$ cat src/rtl/buffer_seq_ctrl_pkg.sv
// Shared types and default geometry for the line-buffer sequencer.
// Widths below are the defaults; instances may override the geometry parameters.
package buf_ctrl_pkg;

  typedef enum logic [2:0] {IDLE, FILL, RUN, BAND_END, DONE} seq_state_t;

  localparam int BUF_HEIGHT_DEF      = 8;
  localparam int BUF_WIDTH_DEF       = 34;
  localparam int MAX_KERNEL_SIZE_DEF = 7;
  localparam int MAX_BANDS_DEF       = 32;

  localparam int IMG_W_W = $clog2(BUF_WIDTH_DEF);
  localparam int KSZ_W   = $clog2(MAX_KERNEL_SIZE_DEF) + 1;
  localparam int BAND_W  = $clog2(MAX_BANDS_DEF) + 1;

endpackage

$ cat src/rtl/buffer_seq_ctrl_if.sv
// Column-in / buffer-drive / patch-out signal bundle of the sequencer.
// slave is the sequencer's view, master is the surrounding datapath's view.
interface buffer_seq_ctrl_if
  import buf_ctrl_pkg::*;
#(
  parameter int DATA_W = BUF_HEIGHT_DEF,
  parameter int X_W    = IMG_W_W,
  parameter int B_W    = BAND_W
);
  logic              col_valid;
  logic              col_ready;
  logic [DATA_W-1:0] col_data;
  logic [DATA_W-1:0] pixel_in;
  logic              shift_enable;
  logic              done;
  logic              patch_valid;
  logic              patch_ready;
  logic [X_W-1:0]    patch_x;
  logic [B_W-1:0]    band_idx;

  modport slave (
    input  col_valid, col_data, patch_ready,
    output col_ready, pixel_in, shift_enable, done, patch_valid, patch_x, band_idx
  );

  modport master (
    output col_valid, col_data, patch_ready,
    input  col_ready, pixel_in, shift_enable, done, patch_valid, patch_x, band_idx
  );
endinterface

$ cat src/rtl/buffer_seq_ctrl_cfg_check.sv
// Combinational validation of the frame configuration presented with start.
// err is high when the geometry cannot be sequenced by this buffer.
module cfg_check
  import buf_ctrl_pkg::*;
#(
  parameter int BUF_HEIGHT      = BUF_HEIGHT_DEF,
  parameter int BUF_WIDTH       = BUF_WIDTH_DEF,
  parameter int MAX_KERNEL_SIZE = MAX_KERNEL_SIZE_DEF,
  parameter int MAX_BANDS       = MAX_BANDS_DEF
) (
  input  logic [$clog2(BUF_WIDTH)-1:0]         img_width,
  input  logic [$clog2(MAX_KERNEL_SIZE):0]     kernel_size,
  input  logic [$clog2(MAX_BANDS):0]           num_bands,
  output logic                                 err
);
  logic [31:0] w32, k32, nb32;

  assign w32  = 32'(img_width);
  assign k32  = 32'(kernel_size);
  assign nb32 = 32'(num_bands);

  assign err = (k32 == 32'd0)
            || (k32 > 32'(MAX_KERNEL_SIZE))
            || (k32 > 32'(BUF_HEIGHT))
            || (w32 < k32)
            || (w32 > 32'(BUF_WIDTH))
            || (nb32 == 32'd0)
            || (nb32 > 32'(MAX_BANDS));
endmodule

$ cat src/rtl/buffer_seq_ctrl.sv
// Line-buffer sequencer: accepts columns, drives the buffer, emits one patch per kernel window.
// Optional stall counter enabled by defining BUF_SEQ_CTRL_PERF_EN.
module buffer_seq_ctrl
  import buf_ctrl_pkg::*;
#(
  parameter int BUF_HEIGHT      = BUF_HEIGHT_DEF,
  parameter int BUF_WIDTH       = BUF_WIDTH_DEF,
  parameter int MAX_KERNEL_SIZE = MAX_KERNEL_SIZE_DEF,
  parameter int MAX_BANDS       = MAX_BANDS_DEF
) (
  input  logic                             clk,
  input  logic                             rst,
  input  logic                             start,
  input  logic [$clog2(BUF_WIDTH)-1:0]     img_width,
  input  logic [$clog2(MAX_KERNEL_SIZE):0] kernel_size,
  input  logic [$clog2(MAX_BANDS):0]       num_bands,
  buffer_seq_ctrl_if.slave                 bus,
  output logic                             busy,
  output logic                             frame_done,
  output logic                             cfg_err,
  output logic [31:0]                      stall_cycles
);
  localparam int XW = $clog2(BUF_WIDTH);
  localparam int KW = $clog2(MAX_KERNEL_SIZE) + 1;
  localparam int BW = $clog2(MAX_BANDS) + 1;

  seq_state_t    state;
  logic [XW-1:0] w_lat;
  logic [XW-1:0] col_cnt;
  logic [KW-1:0] k_lat;
  logic [BW-1:0] nb_lat;
  logic          cfg_bad;
  logic          accept;
  logic          patch_stall;
  logic          fill_last;
  logic          row_last;
  logic          band_last;
  logic          band_free;

  cfg_check #(
    .BUF_HEIGHT      (BUF_HEIGHT),
    .BUF_WIDTH       (BUF_WIDTH),
    .MAX_KERNEL_SIZE (MAX_KERNEL_SIZE),
    .MAX_BANDS       (MAX_BANDS)
  ) u_cfg_check (
    .img_width   (img_width),
    .kernel_size (kernel_size),
    .num_bands   (num_bands),
    .err         (cfg_bad)
  );

  // A held patch blocks new columns so its coordinates cannot be overwritten.
  assign patch_stall      = bus.patch_valid && !bus.patch_ready;
  assign bus.col_ready    = ((state == FILL) || (state == RUN)) && !patch_stall;
  assign accept           = bus.col_valid && bus.col_ready;
  assign bus.shift_enable = accept;
  assign bus.pixel_in     = bus.col_data;
  assign bus.done         = (state == DONE);
  assign frame_done       = (state == DONE);
  assign busy             = (state != IDLE);

  assign fill_last = (col_cnt == XW'(k_lat) - XW'(2));
  assign row_last  = (col_cnt == w_lat - XW'(1));
  assign band_last = (bus.band_idx == nb_lat - BW'(1));
  assign band_free = !bus.patch_valid || bus.patch_ready;

  always_ff @(posedge clk or negedge rst) begin
    if (!rst) begin
      state           <= IDLE;
      w_lat           <= '0;
      k_lat           <= '0;
      nb_lat          <= '0;
      col_cnt         <= '0;
      cfg_err         <= 1'b0;
      bus.patch_valid <= 1'b0;
      bus.patch_x     <= '0;
      bus.band_idx    <= '0;
    end else begin
      cfg_err <= 1'b0;
      if (bus.patch_valid && bus.patch_ready) bus.patch_valid <= 1'b0;
      case (state)
        IDLE: begin
          col_cnt      <= '0;
          bus.band_idx <= '0;
          if (start) begin
            if (cfg_bad) begin
              cfg_err <= 1'b1;
            end else begin
              w_lat  <= img_width;
              k_lat  <= kernel_size;
              nb_lat <= num_bands;
              state  <= (kernel_size == KW'(1)) ? RUN : FILL;
            end
          end
        end
        FILL: begin
          if (accept) begin
            col_cnt <= col_cnt + XW'(1);
            if (fill_last) state <= RUN;
          end
        end
        RUN: begin
          if (accept) begin
            col_cnt         <= col_cnt + XW'(1);
            bus.patch_valid <= 1'b1;
            bus.patch_x     <= col_cnt - (XW'(k_lat) - XW'(1));
            if (row_last) state <= BAND_END;
          end
        end
        BAND_END: begin
          if (band_free) begin
            if (band_last) begin
              state <= DONE;
            end else begin
              bus.band_idx <= bus.band_idx + BW'(1);
              col_cnt      <= '0;
              state        <= (k_lat == KW'(1)) ? RUN : FILL;
            end
          end
        end
        DONE: begin
          bus.band_idx <= '0;
          state        <= IDLE;
        end
        default: state <= IDLE;
      endcase
    end
  end

`ifdef BUF_SEQ_CTRL_PERF_EN
  logic in_frame;
  logic stalled;

  assign in_frame = (state == FILL) || (state == RUN) || (state == BAND_END);
  assign stalled  = (bus.col_valid && !bus.col_ready) || patch_stall;

  always_ff @(posedge clk or negedge rst) begin
    if (!rst) begin
      stall_cycles <= '0;
    end else if ((state == IDLE) && start && !cfg_bad) begin
      stall_cycles <= '0;
    end else if (in_frame && stalled && (stall_cycles != '1)) begin
      stall_cycles <= stall_cycles + 32'd1;
    end
  end
`else
  assign stall_cycles = '0;
`endif

endmodule

$ cat src/flat_wrapper.sv
// flat-port wrapper written by rule: the top's interface ports become plain ports
module buffer_seq_ctrl_flat import buf_ctrl_pkg::*;
#(
  parameter int BUF_HEIGHT      = BUF_HEIGHT_DEF,
  parameter int BUF_WIDTH       = BUF_WIDTH_DEF,
  parameter int MAX_KERNEL_SIZE = MAX_KERNEL_SIZE_DEF,
  parameter int MAX_BANDS       = MAX_BANDS_DEF
)
  (clk, rst, start, img_width, kernel_size, num_bands, busy, frame_done, cfg_err, stall_cycles, bus_col_valid, bus_col_data, bus_patch_ready, bus_col_ready, bus_pixel_in, bus_shift_enable, bus_done, bus_patch_valid, bus_patch_x, bus_band_idx);
  buffer_seq_ctrl_if bus_i ();
  input  logic clk;
  input  logic rst;
  input  logic start;
  input  logic [$clog2(BUF_WIDTH)-1:0] img_width;
  input  logic [$clog2(MAX_KERNEL_SIZE):0] kernel_size;
  input  logic [$clog2(MAX_BANDS):0] num_bands;
  output logic busy;
  output logic frame_done;
  output logic cfg_err;
  output logic [31:0] stall_cycles;
  input wire logic [$bits(bus_i.col_valid)-1:0] bus_col_valid;
  input wire logic [$bits(bus_i.col_data)-1:0] bus_col_data;
  input wire logic [$bits(bus_i.patch_ready)-1:0] bus_patch_ready;
  output wire logic [$bits(bus_i.col_ready)-1:0] bus_col_ready;
  output wire logic [$bits(bus_i.pixel_in)-1:0] bus_pixel_in;
  output wire logic [$bits(bus_i.shift_enable)-1:0] bus_shift_enable;
  output wire logic [$bits(bus_i.done)-1:0] bus_done;
  output wire logic [$bits(bus_i.patch_valid)-1:0] bus_patch_valid;
  output wire logic [$bits(bus_i.patch_x)-1:0] bus_patch_x;
  output wire logic [$bits(bus_i.band_idx)-1:0] bus_band_idx;
  assign bus_i.col_valid = bus_col_valid;
  assign bus_i.col_data = bus_col_data;
  assign bus_i.patch_ready = bus_patch_ready;
  assign bus_col_ready = bus_i.col_ready;
  assign bus_pixel_in = bus_i.pixel_in;
  assign bus_shift_enable = bus_i.shift_enable;
  assign bus_done = bus_i.done;
  assign bus_patch_valid = bus_i.patch_valid;
  assign bus_patch_x = bus_i.patch_x;
  assign bus_band_idx = bus_i.band_idx;
  buffer_seq_ctrl #(.BUF_HEIGHT(BUF_HEIGHT), .BUF_WIDTH(BUF_WIDTH), .MAX_KERNEL_SIZE(MAX_KERNEL_SIZE), .MAX_BANDS(MAX_BANDS)) u_core (.clk(clk), .rst(rst), .start(start), .img_width(img_width), .kernel_size(kernel_size), .num_bands(num_bands), .bus(bus_i), .busy(busy), .frame_done(frame_done), .cfg_err(cfg_err), .stall_cycles(stall_cycles));
endmodule
$ cat config.mk
export PLATFORM = sky130hd
export DESIGN_NAME = buffer_seq_ctrl_flat
export DESIGN_NICKNAME = d
export VERILOG_FILES = /design/src/rtl/buffer_seq_ctrl_pkg.sv /design/src/rtl/buffer_seq_ctrl_if.sv /design/src/rtl/buffer_seq_ctrl_cfg_check.sv /design/src/rtl/buffer_seq_ctrl.sv /design/src/flat_wrapper.sv
export SDC_FILE = /design/constraint.sdc
export NUM_CORES = 1
export LEC_CHECK = 0
export CORE_UTILIZATION = 30
export DETAILED_ROUTE_END_ITERATION = 8
export HOLD_SLACK_MARGIN = 0.05
export PLACE_DENSITY = 0.64
export REMOVE_ABC_BUFFERS = 1
export SYNTH_ARGS = -nofsm -noshare
export SYNTH_HDL_FRONTEND = slang
export SYNTH_SLANG_ARGS = --single-unit
$ cat constraint.sdc
create_clock -name clk -period 2.3 [get_ports clk]
set_input_delay 0.46 -clock clk [delete_from_list [all_inputs] [get_ports clk]]
set_output_delay 0.46 -clock clk [all_outputs]
set_load 0.01 [all_outputs]
==> metrics.txt, run 1 <==
Max Clk Rate=430 MHz; drt drc=0; initial antenna violation count=0; Synth Area in Adders=0.0746; worst skew pair latency=between 200 and 300 ps; routability cong.=~0.8; dpl ws=-353 ps; flops & latches, synth=39; Avg Cell Area, Syn=~9.4 um2; synth cell count leaders=buf_4, dfrtp_1, nand2_1; die width=101 um; number of enable flip-flop cells after synthesis=0; area of the multi-input gates=around 0.0017 mm2; Register Area=976 um2; First DRT Iteration DRCs=approximately 120; Synth Flop Type=dfrtp_1; CTS max path bufs=2; Synth cell types=~50; Rel. slew slack=0.401; # diodes=0; TNS Setup=-25.3 ps; most frequent cell after synthesis=buf_4; Pins Over Slew Limit=0; final hold vios=0; # fillers=~940; Worst EP arrival=2550 ps; complex-gate fraction of the synthesized area=0.156; layout cells sized above 1=0.247; number of global-route vias before repair=2365; HP Class=primary input to async pin; largest cells by area after synthesis=dfrtp_1, buf_4, ha_1; Routed WL per cell=12.8 um; Post-Syn Instances=313; post-DP HPWL=5.04 mm; Setup crit end kind=flip-flop; TritonCTS buffer count=5; post-synthesis simple-gate area fraction=0.161; Rows=35; sequential area share after synthesis=0.331; drt total wl=~6.6 mm; Reg2Reg Setup Slack=-30 ps; Hold Buf Count CTS=0; Starting Density=0.315; endpoints failing setup=1; grt ovf=0; largest area contributor in the synthesized netlist=dfrtp_1; Worst setup SP type=flip-flop; first-pass GRT wire length=approximately 11 mm; DIE HEIGHT=around 100 um; CTS root buf=clkbuf_8; VDD IR-drop max=0.000448 V; TritonRoute pass-1 iters=4; # IOs=around 90; Worst Path Required=between 2000 and 3000 ps; Tmin final=2330 ps; PortBufs=39; Cell Area, Placed=between 0.003 and 0.004 mm2; Global Route Usage Sum=0.136; Core Footprint=0.00937 mm2; post-route antenna net violation count=0; largest net degree at the start of global routing=40; Area Growth Syn to Fin=29.2%; leakage power=0.00175 uW; cells on worst reg2reg path=8; critical path class=flip-flop to flip-flop; r2r startpoint=u_core.nb_lat[1]$_DFFE_PN0P_; Final nets=about 440; largest family of logic cells by synthesized area=simple AND/OR/NAND/NOR gates; CTS H-tree lvls=2; Post-Syn Area=between 0.002 and 0.003 mm2; fin crit share=1.01; Clock transition at path regs=around 80 ps; DR vias/cell=4.70; clk_skew=9.62 ps; CTS Sinks=39; worst slew pin tran=899 ps; pwr dens=between 1000 and 1500 mW/mm2; YS warnings=0; Design Area, Final=approximately 0.0038 mm2; CP Max Fanout=6; number of max-cap violations=0; Crit Reg-Reg Endpoint=u_core.bus.band_idx[3]$_DFFE_PN0P_; final core occ=0.407; unrepaired setup endpoints after global routing=yes; CTS tree=yes; Synth top area share=0.331; Final WS setup=-25.3 ps; async set-reset flop share out of synthesis=1.00; routed vias=2430; Synth Area in XOR/XNOR=0.0682; status=finished, violations left; mux cell area share after synthesis=0.0572; violated checks=setup timing; die area=slightly above 0.01 mm2
## worst max-delay path, stage by stage (launching register included)
cell     delay [ps]
dfrtp_1         430
or4_4           510
or3_4           350
nand4_4         110
buf_6           110
o41ai_4          70
buf_4           180
or3_4           360
a21oi_2         150
## flip-flops by register name, summed over array words and instances (netlist names)
name,count
u_core.bus.band_idx,6
u_core.bus.patch_x,6
u_core.cfg_err,1
u_core.k_lat,4
u_core.bus.patch_valid,1
u_core.nb_lat,6
u_core.state,3
u_core.col_cnt,6
u_core.w_lat,6
## through the flow
stage	cells	hold slack (ps)	power [uW]
6_report	517	281	4800
5_1_grt	517	371	5220
4_1_cts	514	325	4650
3_5_place_dp	504	473	4120
3_3_place_gp	504	463	4010
2_1_floorplan	293	164	2970
## layout make-up
cell class / instances / area share
multi-input cells: 235 / 0.456
flip-flops and latches: 39 / 0.256
repair buffers: 89 / 0.207
well taps: 129 / 0.0423
inverters: 19 / 0.0187
clock buffers: 5 / 0.0180
clock inverters: 1 / 0.00197
## where the power goes
group	switching [uW]	internal, uW
registers	238	945
clock network	238	201
logic	1550	1630
## cells by family (layout without fill, tap and decap cells)
group           count (synthesis)  after routing
compound gates                 60             60
xor+xnor                       23             23
fa+ha+maj                      17             17
buf+inv                        70            114
flops                          39             39
mux                            15             15
other cells                     1             32
simple gates                   88             88
## metal layers
metal  routed length [um]  track usage
met2                 3160        0.226
met1                 3080        0.173
met3                  293       0.0338
met4                  108       0.0479
met5                    0            0
## layout by cell type, fill, tap and decap left out, drive strengths merged, types with 3 or more instances in the layout
cell type / Yosys / layout
and2: 4 / 4
a211oi: 3 / 3
mux2: 15 / 15
conb: 1 / 32
a31oi: 8 / 8
dfrtp: 39 / 39
xnor2: 15 / 15
or4: 5 / 5
a21oi: 10 / 10
o21ai: 19 / 19
nor2: 11 / 11
xor2: 8 / 8
nand3: 5 / 5
or3: 8 / 8
buf: 50 / 51
dlygate4sd2: 0 / 8
ha: 16 / 16
nand4: 5 / 5
and3: 3 / 3
inv: 19 / 19
clkdlybuf4s50: 0 / 29
nor3: 9 / 9
nand2: 25 / 25
clkbuf: 1 / 5
o31ai: 3 / 3
nand2b: 6 / 6
## timing repair
action	4_1_cts	5_1_grt
gates cloned	1	1
setup endpoints to repair	28	23
resized for setup	23	11
pin swaps	8	7
endpoints found under the hold margin	0	0
setup buffers	3	3
## worst max path at each step
stage	startpoint	to	cells after the start
2_1_floorplan	u_core.state[1]$_DFFE_PN0P_	u_core.bus.patch_x[5]$_DFFE_PN0P_	6
5_1_grt	u_core.nb_lat[1]$_DFFE_PN0P_	u_core.bus.band_idx[3]$_DFFE_PN0P_	11
3_3_place_gp	num_bands[0]	u_core.w_lat[2]$_DFFE_PN0P_	7
6_report	u_core.nb_lat[1]$_DFFE_PN0P_	u_core.bus.band_idx[3]$_DFFE_PN0P_	8
3_5_place_dp	num_bands[0]	u_core.w_lat[2]$_DFFE_PN0P_	7
4_1_cts	u_core.nb_lat[3]$_DFFE_PN0P_	u_core.bus.band_idx[3]$_DFFE_PN0P_	8
Note: power is estimated with default switching activity, not from simulation.
==> run 2: changes to the inputs <==
--- a/config.mk
+++ b/config.mk
@@ -8,6 +8,7 @@
 export CORE_UTILIZATION = 30
 export DETAILED_ROUTE_END_ITERATION = 8
 export HOLD_SLACK_MARGIN = 0.05
+export MAX_ROUTING_LAYER = met4
 export PLACE_DENSITY = 0.64
 export REMOVE_ABC_BUFFERS = 1
 export SYNTH_ARGS = -nofsm -noshare
==> run 2 against run 1 <==
The run still ends with setup timing left. Setup slack about the same. Fmax about the same. Sequential share of layout area unchanged. Non-clock buffer count unchanged.
==> metrics.txt, run 2 (synthesis gave the netlist of run 1 again) <==
status=finished, violations left; violated checks=setup timing; CTS tree=yes; CTS root buf=clkbuf_8; initial antenna violation count=0 (unchanged); worst skew pair latency=290 ps (about the same); met2 Use GR=0.226 (unchanged); Clock transition at path regs=80 ps (about the same); fin crit share=1.01 (about the same); TritonRoute pass-1 iters=4 (unchanged); drt drc=0 (unchanged); Setup crit end kind=flip-flop; drt total wl=6.62 mm (-0.24%); commonest non-fill, non-tap cell in the layout=buf_4; Worst setup SP type=flip-flop; Hold Buf Count CTS=0 (unchanged); number of max-cap violations=0 (unchanged); Worst EP arrival=2550 ps (about the same); die area=0.0102 mm2 (unchanged); Tmin final=2330 ps (-0.0468 ps); final core occ=0.407 (unchanged); Rel. slew slack=0.399 (-0.00192); grt met3 use=0.0317 (-0.00207); routed vias=2415 (-0.62%); DIE HEIGHT=101 um (unchanged); Worst Path Required=2530 ps (about the same); # IOs=88 (unchanged); Pins Over Slew Limit=0 (unchanged); # fillers=943 (unchanged); Starting Density=0.315 (unchanged); DR vias/cell=4.67 (-0.62%); met1 Track Usage GR=0.175 (+0.00172); PortBufs=39 (unchanged); Core Footprint=0.00937 mm2 (unchanged); worst slew pin tran=902 ps (+2.88 ps); routability cong.=0.833 (+1.5%); TNS Setup=-25.2 ps (+0.0468 ps); critical path class=flip-flop to flip-flop; First DRT Iteration DRCs=115 (unchanged); die width=101 um (unchanged); leakage power=0.00175 uW (unchanged); Area Growth Syn to Fin=29.2% (unchanged); largest net degree at the start of global routing=40 (unchanged); unrepaired setup endpoints after global routing=yes; endpoints failing setup=1 (unchanged); post-DP HPWL=5.04 mm (unchanged); layout cells sized above 1=0.247 (unchanged); CTS max path bufs=2 (unchanged); VDD IR-drop max=0.000448 V (about the same); # diodes=0 (unchanged); TritonCTS buffer count=5 (unchanged); CTS Sinks=39 (unchanged); post-route antenna net violation count=0 (unchanged); first-pass GRT wire length=11.0 mm (+0.13%); pwr dens=1260 mW/mm2 (about the same); HP Class=primary input to async pin; commonest cells after routing, fill and taps aside=buf_4, dfrtp_1, conb_1; global routing's busiest layer=met2; final hold vios=0 (unchanged); Final WS setup=-25.2 ps (+0.0468 ps); Max Clk Rate=430 MHz (about the same); Rows=35 (unchanged); clk_skew=9.64 ps (+0.0189 ps); Routed WL per cell=12.8 um (-0.24%); number of global-route vias before repair=2362 (-0.13%); Global Route Usage Sum=0.141 (+0.00446); grt ovf=0 (unchanged); CTS H-tree lvls=2 (unchanged); Final nets=435 (unchanged); Reg2Reg Setup Slack=-30 ps (about the same); CP Max Fanout=6 (unchanged)
## run 2: cell counts in the layout (fill, tap and decap cells not counted)
Identical to the previous run, type by type.
## run 2: worst paths after layout
kind | start | endpoint | cells past startpoint
min in group clk | u_core.bus.patch_x[2]$_DFFE_PN0P_ | u_core.bus.patch_x[2]$_DFFE_PN0P_ | 2
hold reg to reg | u_core.bus.patch_x[2]$_DFFE_PN0P_ | u_core.bus.patch_x[2]$_DFFE_PN0P_ | 2
setup / recovery | u_core.nb_lat[1]$_DFFE_PN0P_ | u_core.bus.band_idx[3]$_DFFE_PN0P_ | 8
hold / removal | rst | u_core.bus.patch_x[1]$_DFFE_PN0P_ | 1
max in group asynchronous | rst | u_core.w_lat[3]$_DFFE_PN0P_ | 1
setup reg to reg | u_core.nb_lat[1]$_DFFE_PN0P_ | u_core.bus.band_idx[3]$_DFFE_PN0P_ | 8
## run 2: cell type report
class                      instances  area, um2  area share
sequential                        39        976       0.256
multi-input combinational        235       1740       0.456
inverter                          19       71.3      0.0187
timing repair buffer              89        791       0.207
tap                              129        161      0.0423
clock inverter                     1       7.51     0.00197
clock buffer                       5       68.8      0.0180
## run 2: worst max-delay path, cell delays in order, from the launching register on
cell	delay (ps)
dfrtp_1	430
or4_4	510
or3_4	350
nand4_4	110
buf_6	110
o41ai_4	70
buf_4	180
or3_4	360
a21oi_2	150
## run 2: where the power goes
| part | internal [uW] | leakage (uW) | switching, uW |
|---|---|---|---|
| logic | 1630 | 0.00120 | 1550 |
| clock network | 201 | 0.0000361 | 236 |
| registers | 945 | 0.000505 | 237 |
| total | 2770 | 0.00175 | 2030 |
## run 2: stage by stage
stage	cell area, um2	instances	total power, uW	hold WS [ps]	setup slack (ps)
detailed placement	3580	504	4120	473	-353
CTS	3740	514	4650	325	-5.51
global placement	3580	504	4010	463	-317
finish	3810	517	4800	284	-25.2
global route	3810	517	5230	369	-127
floorplan	2690	293	2970	164	-70.9
## run 2: timing repair
action | 4_1_cts | 5_1_grt
endpoints found under the setup margin | 28 | 23
cloned | 1 | 1
pin swaps | 8 | 7
buffers inserted | 3 | 3
resized for setup | 23 | 11
## run 2: layer usage
layer  routed length, um  up-vias  part of all wire
met5                   0        -                 0
met4                 108        0             0.016
met3                 279        8             0.042
met2                3150       71              0.48
met1                3080     1161              0.47
li1                    -     1175                 -
==> run 3: changes to the inputs <==
--- a/config.mk
+++ b/config.mk
@@ -7,9 +7,10 @@
 export LEC_CHECK = 0
 export CORE_UTILIZATION = 30
 export DETAILED_ROUTE_END_ITERATION = 8
+export DONT_BUFFER_PORTS = 1
 export HOLD_SLACK_MARGIN = 0.05
 export MAX_ROUTING_LAYER = met4
-export PLACE_DENSITY = 0.64
+export PLACE_DENSITY = 0.52
 export REMOVE_ABC_BUFFERS = 1
 export SYNTH_ARGS = -nofsm -noshare
 export SYNTH_HDL_FRONTEND = slang
==> run 3 against run 2 <==
The run now ends clean. Clock power increased by 7.1%. Largest cell class unchanged. Highest routed layer unchanged. Non-clock buffer count decreased by 60. Critical path type unchanged. Wire length decreased by 10%. Setup slack improved by 110 ps.
==> metrics.txt, run 3 (synthesis gave the netlist of run 1 again) <==
commonest non-fill, non-tap cell in the layout=dfrtp_1; Starting Density=0.315 (unchanged); Inst Count DP=447 (-11%); worst min-delay path startpoint=start; Clock transition at path regs=80 ps (about the same); number of global-route vias before repair=1974 (-16%); First DRT Iteration DRCs=85 (-26%); CP Max Fanout=11 (+5); post-DP HPWL=4.68 mm (-7.2%); initial antenna violation count=0 (unchanged); routability cong.=0.829 (-0.47%); fin crit share=0.965 (-0.0458); CP startpoint=u_core.nb_lat[0]$_DFFE_PN0P_; Worst setup SP type=flip-flop; Cell Area, Placed=0.00306 mm2 (-15%); # IOs=88 (unchanged); Core Footprint=0.00937 mm2 (unchanged); Rel. slew slack=0.637 (+0.239); VDD IR-drop max=0.000338 V (-25%); CTS H-tree lvls=2 (unchanged); Final nets=375 (-14%); CTS root buf=clkbuf_8; TritonCTS buffer count=5 (unchanged); final core occ=0.349 (-0.0582); Reg2Reg Setup Slack=80 ps (+110 ps); Global Route Usage Sum=0.125 (-0.0162); die area=0.0102 mm2 (unchanged); Setup crit end kind=flip-flop; routed vias=2100 (-13%); worst skew pair latency=290 ps (about the same); endpoints failing setup=0 (-1); Tmin final=2220 ps (-105 ps); status=finished, final reports clean; Area Growth Syn to Fin=10.7%; CTS tree=yes; grt ovf=0 (unchanged); leakage power=0.00147 uW (-16%); Rows=35 (unchanged); CTS Sinks=39 (unchanged); die width=101 um (unchanged); Pins Over Slew Limit=0 (unchanged); critical path class=flip-flop to flip-flop; pwr dens=1340 mW/mm2 (+6.9%); Routed WL per cell=13.0 um (+1.4%); final hold vios=0 (unchanged); # diodes=0 (unchanged); PortBufs=0 (-100%); # fillers=989 (+4.9%); Max Clk Rate=450 MHz (+4.7%); r2r startpoint=u_core.nb_lat[0]$_DFFE_PN0P_; worst slew pin tran=542 ps (-360 ps); Worst EP arrival=2440 ps (-110 ps); DIE HEIGHT=101 um (unchanged); largest net degree at the start of global routing=40 (unchanged); clk_skew=5.55 ps (-4.08 ps); number of max-cap violations=0 (unchanged); CTS max path bufs=2 (unchanged); Design Area, Final=0.00327 mm2 (-14%); drt total wl=5.95 mm (-10%); TritonRoute pass-1 iters=4 (unchanged); commonest cells after routing, fill and taps aside=dfrtp_1, conb_1, buf_4; drt drc=0 (unchanged); unrepaired setup endpoints after global routing=yes; final std cells w/o fill=458 (-11%); DR vias/cell=4.59 (-1.8%); post-route antenna net violation count=0 (unchanged); Worst Path Required=2520 ps (about the same); layout cells sized above 1=0.234 (-0.0134); first-pass GRT wire length=9.65 mm (-12%); HP Class=primary input to flip-flop
run 3: worst paths after layout:
path | to | depth (start not counted)
max reg2reg | u_core.bus.band_idx[3]$_DFFE_PN0P_ | 7
min in group asynchronous | u_core.bus.band_idx[4]$_DFFE_PN0P_ | 2
max | u_core.bus.band_idx[3]$_DFFE_PN0P_ | 7
min reg2reg | u_core.w_lat[5]$_DFFE_PN0P_ | 1
min | u_core.cfg_err$_DFF_PN0_ | 2
max in group asynchronous | u_core.col_cnt[0]$_DFFE_PN0P_ | 2
run 3: cell type report:
type | instances | area (um2) | area share
multi-input cells | 235 | 1730 | 0.528
flip-flops and latches | 39 | 977 | 0.299
repair buffers | 29 | 245 | 0.0750
well taps | 129 | 161 | 0.0494
clock buffers | 6 | 82.6 | 0.0253
inverters | 19 | 71.3 | 0.0218
clock inverters | 1 | 5.00 | 0.00153
run 3: stage by stage:
stage | setup slack (ps) | total power, uW | hold slack [ps] | TNS (ps)
6_report | 80.1 | 4400 | 269 | 0
5_1_grt | -35.0 | 4830 | 267 | -37.5
4_1_cts | 19.5 | 4290 | 262 | 0
3_5_place_dp | -68.2 | 3750 | 166 | -185
3_3_place_gp | -25.1 | 3710 | 166 | -49.4
2_1_floorplan | -70.9 | 2970 | 164 | -70.9
run 3: critical path, stage by stage, from the launching register on:
cell,delay (ps)
dfrtp_1,400
or4_4,540
or3_1,330
nand4_2,100
o41ai_2,80
buf_4,180
or3_1,370
a21oi_2,150
run 3: where the power goes:
group          internal [uW]  leakage, uW  switching, uW
combinational           1320     0.000915           1360
sequential               947     0.000504            298
clock                    235    0.0000470            234
run 3: per-layer routing:
layer	global-route usage	vias up	wire [um]
met4	0.0346	0	14
met5	-	-	0
met1	0.175	970	2990
li1	-	1057	-
met2	0.173	71	2620
met3	0.0345	2	323
run 3: repair_timing:
item | CTS | global route
gates resized for setup | 4 | 14
pin swaps | 0 | 4
endpoints found under the setup margin | 8 | 9
hold buffers | 2 | 0
hold endpoints to repair | 39 | 0
setup buffers | 0 | 2
